==> config.mk <==
export PLATFORM = sky130hd
export DESIGN_NAME = image_bit_loader_flat
export DESIGN_NICKNAME = d
export VERILOG_FILES = /design/src/rtl/image_bit_loader_if.sv /design/src/rtl/image_bit_loader.sv /design/src/flat_wrapper.sv
export SDC_FILE = /design/constraint.sdc
export NUM_CORES = 1
export LEC_CHECK = 0
export CORE_UTILIZATION = 35
export DETAILED_ROUTE_END_ITERATION = 10
export PLACE_DENSITY_LB_ADDON = 0.3
export SLEW_MARGIN = 0
export SYNTH_ARGS = -nofsm -noshare
export SYNTH_HDL_FRONTEND = slang
export SYNTH_SLANG_ARGS = --single-unit
==> constraint.sdc <==
create_clock -name clk -period 2 [get_ports clk]
set_input_delay 0.3 -clock clk [delete_from_list [all_inputs] [get_ports clk]]
set_output_delay 0.3 -clock clk [all_outputs]
set_load 0.02 [all_outputs]
==> src/rtl/image_bit_loader_if.sv <==
// Bundle of the UART byte input, SNN core handshake and 1-bit input-RAM write port.
// The loader connects through 'slave'; whatever drives bytes and watches the RAM uses 'master'.
interface image_bit_loader_if;
    logic       rx_rdy;
    logic [7:0] rx_data;
    logic       core_done;
    logic       ram_we;
    logic [9:0] ram_addr;
    logic       ram_wdata;
    logic       start;
    logic       frame_err;
    logic       ovfl;
    logic [6:0] byte_cnt;

    modport master (
        output rx_rdy, rx_data, core_done,
        input  ram_we, ram_addr, ram_wdata, start, frame_err, ovfl, byte_cnt
    );

    modport slave (
        input  rx_rdy, rx_data, core_done,
        output ram_we, ram_addr, ram_wdata, start, frame_err, ovfl, byte_cnt
    );
endinterface

==> src/rtl/image_bit_loader.sv <==
// Unpacks UART bytes LSB-first into a 1-bit image RAM, one bit per cycle, then starts the SNN core.
// A 2-entry byte FIFO absorbs back-to-back bytes; a mid-frame idle timeout aborts partial images.
module image_bit_loader #(
    parameter int NUM_BYTES      = 98,
    parameter int TIMEOUT_CYCLES = 5000000
) (
    input logic          clk,
    input logic          rst_n,
    image_bit_loader_if.slave bus
);

    localparam logic [1:0] S_IDLE      = 2'd0;
    localparam logic [1:0] S_SHIFT     = 2'd1;
    localparam logic [1:0] S_START     = 2'd2;
    localparam logic [1:0] S_WAIT_CORE = 2'd3;

    localparam int          TW           = (TIMEOUT_CYCLES > 2) ? $clog2(TIMEOUT_CYCLES) : 1;
    localparam logic [TW-1:0] TIMEOUT_LAST = TW'(TIMEOUT_CYCLES - 1);
    localparam logic [6:0]  NUM_BYTES_W  = 7'(NUM_BYTES);
    localparam logic [6:0]  LAST_BYTE_W  = 7'(NUM_BYTES - 1);

    logic [1:0]    r_state;
    logic [7:0]    r_shreg;
    logic [2:0]    r_bit_idx;
    logic [6:0]    r_byte_cnt;
    logic [TW-1:0] r_to_cnt;

    logic [7:0]    r_fifo_mem [2];
    logic          r_wr_ptr;
    logic          r_rd_ptr;
    logic [1:0]    r_fifo_cnt;

    logic          w_fifo_empty;
    logic          w_fifo_full;
    logic          w_pop;
    logic          w_push;
    logic          w_drop;
    logic [7:0]    w_fifo_head;
    logic          w_to_run;
    logic          w_to_expire;
    logic          w_in_shift;

    // ------------------------------------------------------------------
    // Byte FIFO
    // ------------------------------------------------------------------
    assign w_fifo_empty = (r_fifo_cnt == 2'd0);
    assign w_fifo_full  = (r_fifo_cnt == 2'd2);
    assign w_fifo_head  = r_fifo_mem[r_rd_ptr];

    // A full FIFO still takes a byte when the head leaves in the same cycle.
    assign w_pop  = (r_state == S_IDLE) && !w_fifo_empty;
    assign w_push = bus.rx_rdy && (!w_fifo_full || w_pop);
    assign w_drop = bus.rx_rdy && w_fifo_full && !w_pop;

    // NOTE: storage needs no reset -- the pointers/count alone define what is valid.
    always_ff @(posedge clk) begin
        if (w_push) begin
            r_fifo_mem[r_wr_ptr] <= bus.rx_data;
        end
    end

    // NOTE: sequential state uses non-blocking assignments so every register samples pre-edge values.
    always_ff @(posedge clk or negedge rst_n) begin
        if (!rst_n) begin
            r_wr_ptr   <= 1'b0;
            r_rd_ptr   <= 1'b0;
            r_fifo_cnt <= 2'd0;
        end else begin
            if (w_push) begin
                r_wr_ptr <= ~r_wr_ptr;
            end
            if (w_pop) begin
                r_rd_ptr <= ~r_rd_ptr;
            end
            case ({w_push, w_pop})
                2'b10:   r_fifo_cnt <= r_fifo_cnt + 2'd1;
                2'b01:   r_fifo_cnt <= r_fifo_cnt - 2'd1;
                default: r_fifo_cnt <= r_fifo_cnt;
            endcase
        end
    end

    // ------------------------------------------------------------------
    // Mid-frame idle timeout
    // ------------------------------------------------------------------
    assign w_to_run    = (r_state == S_IDLE) && w_fifo_empty &&
                         (r_byte_cnt != 7'd0) && (r_byte_cnt < NUM_BYTES_W);
    assign w_to_expire = w_to_run && (r_to_cnt == TIMEOUT_LAST);

    always_ff @(posedge clk or negedge rst_n) begin
        if (!rst_n) begin
            r_to_cnt <= '0;
        end else if (w_pop || !w_to_run || w_to_expire) begin
            r_to_cnt <= '0;
        end else begin
            r_to_cnt <= r_to_cnt + TW'(1);
        end
    end

    // ------------------------------------------------------------------
    // Loader FSM and bit shifter
    // ------------------------------------------------------------------
    always_ff @(posedge clk or negedge rst_n) begin
        if (!rst_n) begin
            r_state    <= S_IDLE;
            r_shreg    <= 8'd0;
            r_bit_idx  <= 3'd0;
            r_byte_cnt <= 7'd0;
        end else begin
            case (r_state)
                S_IDLE: begin
                    if (w_pop) begin
                        r_shreg   <= w_fifo_head;
                        r_bit_idx <= 3'd0;
                        r_state   <= S_SHIFT;
                    end else if (w_to_expire) begin
                        r_byte_cnt <= 7'd0;
                    end
                end
                S_SHIFT: begin
                    r_shreg   <= {1'b0, r_shreg[7:1]};
                    r_bit_idx <= r_bit_idx + 3'd1;
                    if (r_bit_idx == 3'd7) begin
                        r_byte_cnt <= r_byte_cnt + 7'd1;
                        r_state    <= (r_byte_cnt == LAST_BYTE_W) ? S_START : S_IDLE;
                    end
                end
                S_START: begin
                    r_state <= S_WAIT_CORE;
                end
                S_WAIT_CORE: begin
                    if (bus.core_done) begin
                        r_byte_cnt <= 7'd0;
                        r_state    <= S_IDLE;
                    end
                end
                default: begin
                    r_state <= S_IDLE;
                end
            endcase
        end
    end

    // Address/data are forced to 0 outside SHIFT so the bus idles clean and never shows 784.
    assign w_in_shift    = (r_state == S_SHIFT);
    assign bus.ram_we    = w_in_shift;
    assign bus.ram_addr  = w_in_shift ? {r_byte_cnt, r_bit_idx} : 10'd0;
    assign bus.ram_wdata = w_in_shift & r_shreg[0];
    assign bus.start     = (r_state == S_START);
    assign bus.frame_err = w_to_expire;
    assign bus.ovfl      = w_drop;
    assign bus.byte_cnt  = r_byte_cnt;

endmodule

==> src/flat_wrapper.sv <==
// flat-port wrapper written by rule: the top's interface ports become plain ports
module image_bit_loader_flat 
#(
    parameter int NUM_BYTES      = 98,
    parameter int TIMEOUT_CYCLES = 5000000
)
  (clk, rst_n, bus_rx_rdy, bus_rx_data, bus_core_done, bus_ram_we, bus_ram_addr, bus_ram_wdata, bus_start, bus_frame_err, bus_ovfl, bus_byte_cnt);
  image_bit_loader_if bus_i ();
  input logic clk;
  input logic rst_n;
  input wire logic [$bits(bus_i.rx_rdy)-1:0] bus_rx_rdy;
  input wire logic [$bits(bus_i.rx_data)-1:0] bus_rx_data;
  input wire logic [$bits(bus_i.core_done)-1:0] bus_core_done;
  output wire logic [$bits(bus_i.ram_we)-1:0] bus_ram_we;
  output wire logic [$bits(bus_i.ram_addr)-1:0] bus_ram_addr;
  output wire logic [$bits(bus_i.ram_wdata)-1:0] bus_ram_wdata;
  output wire logic [$bits(bus_i.start)-1:0] bus_start;
  output wire logic [$bits(bus_i.frame_err)-1:0] bus_frame_err;
  output wire logic [$bits(bus_i.ovfl)-1:0] bus_ovfl;
  output wire logic [$bits(bus_i.byte_cnt)-1:0] bus_byte_cnt;
  assign bus_i.rx_rdy = bus_rx_rdy;
  assign bus_i.rx_data = bus_rx_data;
  assign bus_i.core_done = bus_core_done;
  assign bus_ram_we = bus_i.ram_we;
  assign bus_ram_addr = bus_i.ram_addr;
  assign bus_ram_wdata = bus_i.ram_wdata;
  assign bus_start = bus_i.start;
  assign bus_frame_err = bus_i.frame_err;
  assign bus_ovfl = bus_i.ovfl;
  assign bus_byte_cnt = bus_i.byte_cnt;
  image_bit_loader #(.NUM_BYTES(NUM_BYTES), .TIMEOUT_CYCLES(TIMEOUT_CYCLES)) u_core (.clk(clk), .rst_n(rst_n), .bus(bus_i));
endmodule
==> out/qor.csv <==
metric,value,unit
die height,96.7,um
Syn Inst Count,308,
clk_lat worst skew,0.34,ns
"most common cell after layout, fill and taps aside",buf_4,
Main synth FF type,dfrtp_1,
syn nets,326,
Leak Pwr,0.00176,uW
final worst slack,-0.0410,ns
clock slew at reported path FFs,0.08,ns
Hold Fails Final Rpt,0,
Buffers & Inverters on Critical Path,2,
final setup fails,1,
routed via count,2550,
"final std cell area, no fill",0.00421,mm^2
post-synthesis mux area share,0.0566,
Simple-Gate Fraction of Synth Area,0.214,
Max clock buf depth,2,
DRT iter0 DRCs,65,
post-synthesis compound-gate area fraction,0.0960,
Final Slew Violations,0,
sw frac,0.345,
warnings from Yosys,0,
Worst Path Required,1.70,ns
initial antenna violation count,0,
Yosys cell types,42,
Final #Nets,405,
row cnt,34,
RSZ-0062 raised after global routing,true,
Psw,1650,uW
clock share of power,0.254,
post-synthesis register bit count,63,
die width,96.7,um
Max H-tree Level,3,
Rel. slew slack,0.606,
largest family of logic cells by synthesized area,simple AND/OR/NAND/NOR gates,
DP Worst Slack,-0.329,ns
period utilisation layout,1.02,
DRC,0,
routed wire length,6860,um
crit path kind,flip-flop to output pin,
CTS Sinks,63,
Post-synth EDFFs,16,
XOR/XNOR Fraction of Synth Area,0.0446,
"IR drop worst, VDD",0.625,mV
Least-Margin Pin Slew,0.591,ns
"slowest stage delay, CP",0.40,ns
sequence of cells on the critical path,inv_2 -> ha_4 -> or3b_4 -> o221ai_4 -> nor3_4 -> buf_6,
"Async S/R FF share, synth",0.746,
Post-DP Area,0.00390,mm^2
GRT Residual Overflow,0,
max cap viols,0,
critical path launch point type,flip-flop,
adder-cell share of the synthesized area,0.0239,
most frequent cells in the layout,"buf_4, dfrtp_1, nor2_1",
Initial Util,0.360,
DIE AREA,0.00936,mm^2
Crit-path slowest cell,dfrtp_1,
synthesized cell area,0.00314,mm^2
core area,0.00872,mm^2
Pwr Total,4770,uW
CTS Buf Count,9,
Worst setup EP type,output pin,
"CP delay by family, top",simple AND/OR/NAND/NOR gates,
post-DP HPWL,4880,um
I/O pin total,34,
pwr/cell area,1130,mW/mm^2
internal power,3120,uW
violated checks,negative setup slack,
part of the power in combinational logic,0.371,
FMAX,0.490,GHz
first-pass GRT wire length,11600,um
min-delay worst type,primary input to asynchronous set/reset pin,
clk_skew,0.00973,ns
Tmin final,2.04,ns
share of cells above drive strength 1,0.253,
ANT cells,0,
Layout area overhead,33.9,%
CP max FO,2,
Detail Route Antenna Nets,0,
TritonRoute pass-1 iters,4,
sequential-to-total area share from yosys stat,0.527,
Reg2Reg Setup Slack,0.09,ns
GPL Wtd Cong,0.789,
Seq pwr share,0.375,
"Avg Cell Area, Syn",10.2,um^2
Wirelength per Cell,13.7,um
vias in the first global route,2476,
CTS tree,yes,
I/O Buffers,33,
status,finished with violations,
largest net degree at the start of global routing,27,
critical path arrival,1.74,ns
vias per cell,5.10,
root buf cell,clkbuf_8,
GRT Total Usage,0.154,
==> per-layer routing <==
metal  track usage  vias up  share of wire
met5             0        -              0
met4        0.0448        0          0.015
met3        0.0383       12          0.035
met2         0.257       49           0.48
met1         0.198     1230           0.47
li1              -     1259              -
==> kinds of logic after synthesis <==
kind of cell,Yosys count
AO/OA/AOI/OAI,48
XOR/XNOR,16
adder cells (fa/ha/maj),6
buffers and inverters,28
flip-flops,63
multiplexers,17
AND/OR/NAND/NOR,130
==> cells in the mapped netlist, types with 3 or more instances <==
| library cell | count | share of area |
|---|---|---|
| nand2_1 | 24 | 0.029 |
| nand3_1 | 11 | 0.018 |
| and2_1 | 7 | 0.014 |
| a221o_1 | 4 | 0.013 |
| a21oi_1 | 11 | 0.018 |
| edfxtp_1 | 16 | 0.15 |
| or3_1 | 9 | 0.018 |
| dfrtp_1 | 47 | 0.37 |
| and3_1 | 3 | 0.0060 |
| nor4_1 | 4 | 0.0080 |
| inv_1 | 12 | 0.014 |
| buf_2 | 7 | 0.011 |
| nor3_1 | 3 | 0.0048 |
| mux2_2 | 6 | 0.022 |
| clkbuf_1 | 7 | 0.0084 |
| o211ai_1 | 4 | 0.0096 |
| xor2_1 | 9 | 0.025 |
| nand4_1 | 13 | 0.026 |
| xnor2_1 | 7 | 0.020 |
| mux2i_1 | 11 | 0.035 |
| o21ai_0 | 20 | 0.032 |
| ha_1 | 6 | 0.024 |
| nor2_1 | 42 | 0.050 |
==> state kept, by name (all words and copies together), names as in the netlist, named ones only <==
register	count
u_core.bus.byte_cnt	7
u_core.r_bit_idx	3
u_core.r_fifo_cnt	2
u_core.r_fifo_mem	16
u_core.r_rd_ptr	1
u_core.r_shreg	8
u_core.r_state	1
u_core.r_to_cnt	23
u_core.r_wr_ptr	1
==> per-stage QoR <==
step                      setup TNS, ns  hold WS, ns   util  std cells
final                           -0.0410        0.492  0.482        500
after global routing             -0.162        0.529  0.482        500
after CTS                         -1.44        0.502  0.473        497
after detailed placement          -1.01        0.339  0.448        480
after global placement           -0.589        0.345  0.448        480
after floorplan                  -0.293      0.00441      -        308
==> layout make-up <==
type	count	area [um^2]
Sequential cell	63	1660
Tap cell	108	135
Fill cell	821	4510
Timing Repair Buffer	84	693
Clock inverter	7	96.3
Clock buffer	9	124
Inverter	12	45.0
Multi-Input combinational cell	217	1460
==> power by group through the flow <==
stage                     registers [uW]  clock network, uW  logic (uW)
after detailed placement            1800                  0        1760
after floorplan                     1820                  0         969
after global placement              1790                  0        1730
after CTS                           1780               1240        1720
after global routing                1820               1300        1940
final                               1790               1210        1770
==> final timing paths <==
kind                                        startpoint                      to  cells past startpoint
worst min register to register       u_core.r_shreg[2]       u_core.r_shreg[1]                      2
worst min-delay path                             rst_n      u_core.r_to_cnt[8]                      2
worst max-delay path            u_core.bus.byte_cnt[0]           bus_frame_err                      6
max in group asynchronous                        rst_n       u_core.r_shreg[0]                      3
min in group clk                     u_core.r_shreg[2]       u_core.r_shreg[1]                      2
worst max register to register  u_core.bus.byte_cnt[0]  u_core.bus.byte_cnt[5]                      8
==> timing repair <==
action / 4_1_cts / 5_1_grt
buffers inserted: 0 / 3
pin swaps: 0 / 5
gates resized for setup: 21 / 29
hold endpoints to repair: 24 / 0
endpoints found under the setup margin: 21 / 20
hold buffers: 1 / 0
Power figures use the tool's default switching activity.
==> patch, RTL diff (config.mk and constraints unchanged) <==
Reset style: synchronous (`rst_n`), changed in 3 clocked blocks.
--- a/src/rtl/image_bit_loader.sv
+++ b/src/rtl/image_bit_loader.sv
@@ -62,3 +62,3 @@
     // NOTE: sequential state uses non-blocking assignments so every register samples pre-edge values.
-    always_ff @(posedge clk or negedge rst_n) begin
+    always_ff @(posedge clk) begin
         if (!rst_n) begin
@@ -89,3 +89,3 @@
 
-    always_ff @(posedge clk or negedge rst_n) begin
+    always_ff @(posedge clk) begin
         if (!rst_n) begin
@@ -102,3 +102,3 @@
     // ------------------------------------------------------------------
-    always_ff @(posedge clk or negedge rst_n) begin
+    always_ff @(posedge clk) begin
         if (!rst_n) begin
Check against the original RTL: differs if rst_n is asserted again (counterexample within 4 cycles, from zero or initial values and one cycle with rst_n low); with rst_n held inactive, the same outputs for 10 cycles.
==> patch against the original RTL <==
  * The flow still finishes with violations (setup timing)
  * Cell area rose by 3.0%
  * Worst hold slack got worse by 0.030 ns
  * Critical path depth fell by 1
  * Synthesized cell count rose by 8.1%
  * Worst setup slack got worse by 0.14 ns
  * Sequential cell count rose by 1
  * Synthesized area rose by 0.60%
  * Wire length rose by 8.5%
  * Highest routed layer unchanged
Power is not compared: it rests on default switching activity, and its combinational part moved more than twofold at a synthesized area within 25%.
==> patch: results <==
[cells_and_area]
final_net_count = 435
multi_input_cells = 236
clock_buffers = 10
fillers = 801
drive_gt1_share_pct = 29.4
inv_count = 9
clkCellAreaFrac_pct = 5.14
nFlopsAndLatches = 64
multiInputGateArea_um2 = 1670
layout.nonclk_buf_share_pct = 18.9

[grt]
grt_pass1_wl_um = 12600
grtUsageTotal_pct = 16.5
grt_max_degree = 24
first_global_vias = 2640

[worst_setup_path]
crit_path_start = u_core.r_to_cnt[7]$_SDFF_PP0_
reg2reg_to = u_core.bus.byte_cnt[2]$_SDFFE_PN0P_
cp.arrival_ns = 1.88
r2r_slack_ns = -0.09
r2r_cells = 6
r2r_start = u_core.r_to_cnt[6]$_SDFF_PP0_

[clock_tree]
cts_resized = 27

[detailed_routing]
route.vias.total = 2794
first_pass_iters = 6
wl_met3_um = 238
wl_met1_um = 3640
drt_iter0_markers = 95
viasPerCell = 5.27
wl_um = 7440

[sta]
setup_slack_ns = -0.179
relSlewSlack_pct = 59.8
worst_hold_slack_ns = 0.463
skew_ns = 0.0118
final-setup-viol-count = 8
fin_setup_tns_ns = -0.685

[logic_synthesis]
yosys-top-cells-area = dfxtp_1 (30%), edfxtp_1 (15%), xnor2_1 (3.6%)
seq_area_frac_synth_pct = 45.6
synthesis.nets = 351
ys_types = 56
synth-compound-area-share_pct = 15.1
postSynthCellCount = 333
ys_top_cells_by_count = dfxtp_1 (48), nor2_1 (24), nor3_1 (20)
synth-main-ff-cell = dfxtp_1
synth-adder-area-share_pct = 2.38
yosys.area_share.xor_xnor_pct = 4.16
async_reset_ff_share_pct = 0

[run_status]
status = complete, but fails checks
violations = setup timing

[place]
gp_congestion = 0.832
pre_cts_ws_ns = -0.406
dpl_cell_area_um2 = 4010
place_inst = 512

[die]
die-area_um2 = 9410
patch: cell types whose count changed after synthesis, sizes merged, moves of 8 or more:
cell	change
a211oi	+10
clkbuf	+9
dfrtp	-47
dfxtp	+48
mux2i	-8
nor2	-18
nor3	+18
patch: per-layer routing:
layer  vias up  global-route usage, %
met5         -                      0
met4         0                   5.74
met3        14                   3.61
met2        47                   27.3
met1      1318                   21.2
li1       1415                      -
patch: report_power, final:
part | internal, W | total (W) | switching [W] | leakage (nW)
combinational | 0.000135 | 0.000284 | 0.000150 | 0.946
sequential | 0.00138 | 0.00141 | 0.0000295 | 0.542
clock | 0.000666 | 0.00121 | 0.000542 | 0.113
total | 0.00218 | 0.00290 | 0.000721 | 1.60
patch: worst max-delay path, cell delays in order, from the launching register on:
cell	delay (ns)
dfxtp_2	0.32
or4_4	0.54
nor4_4	0.17
nand4_1	0.14
nor3b_2	0.20
buf_4	0.17
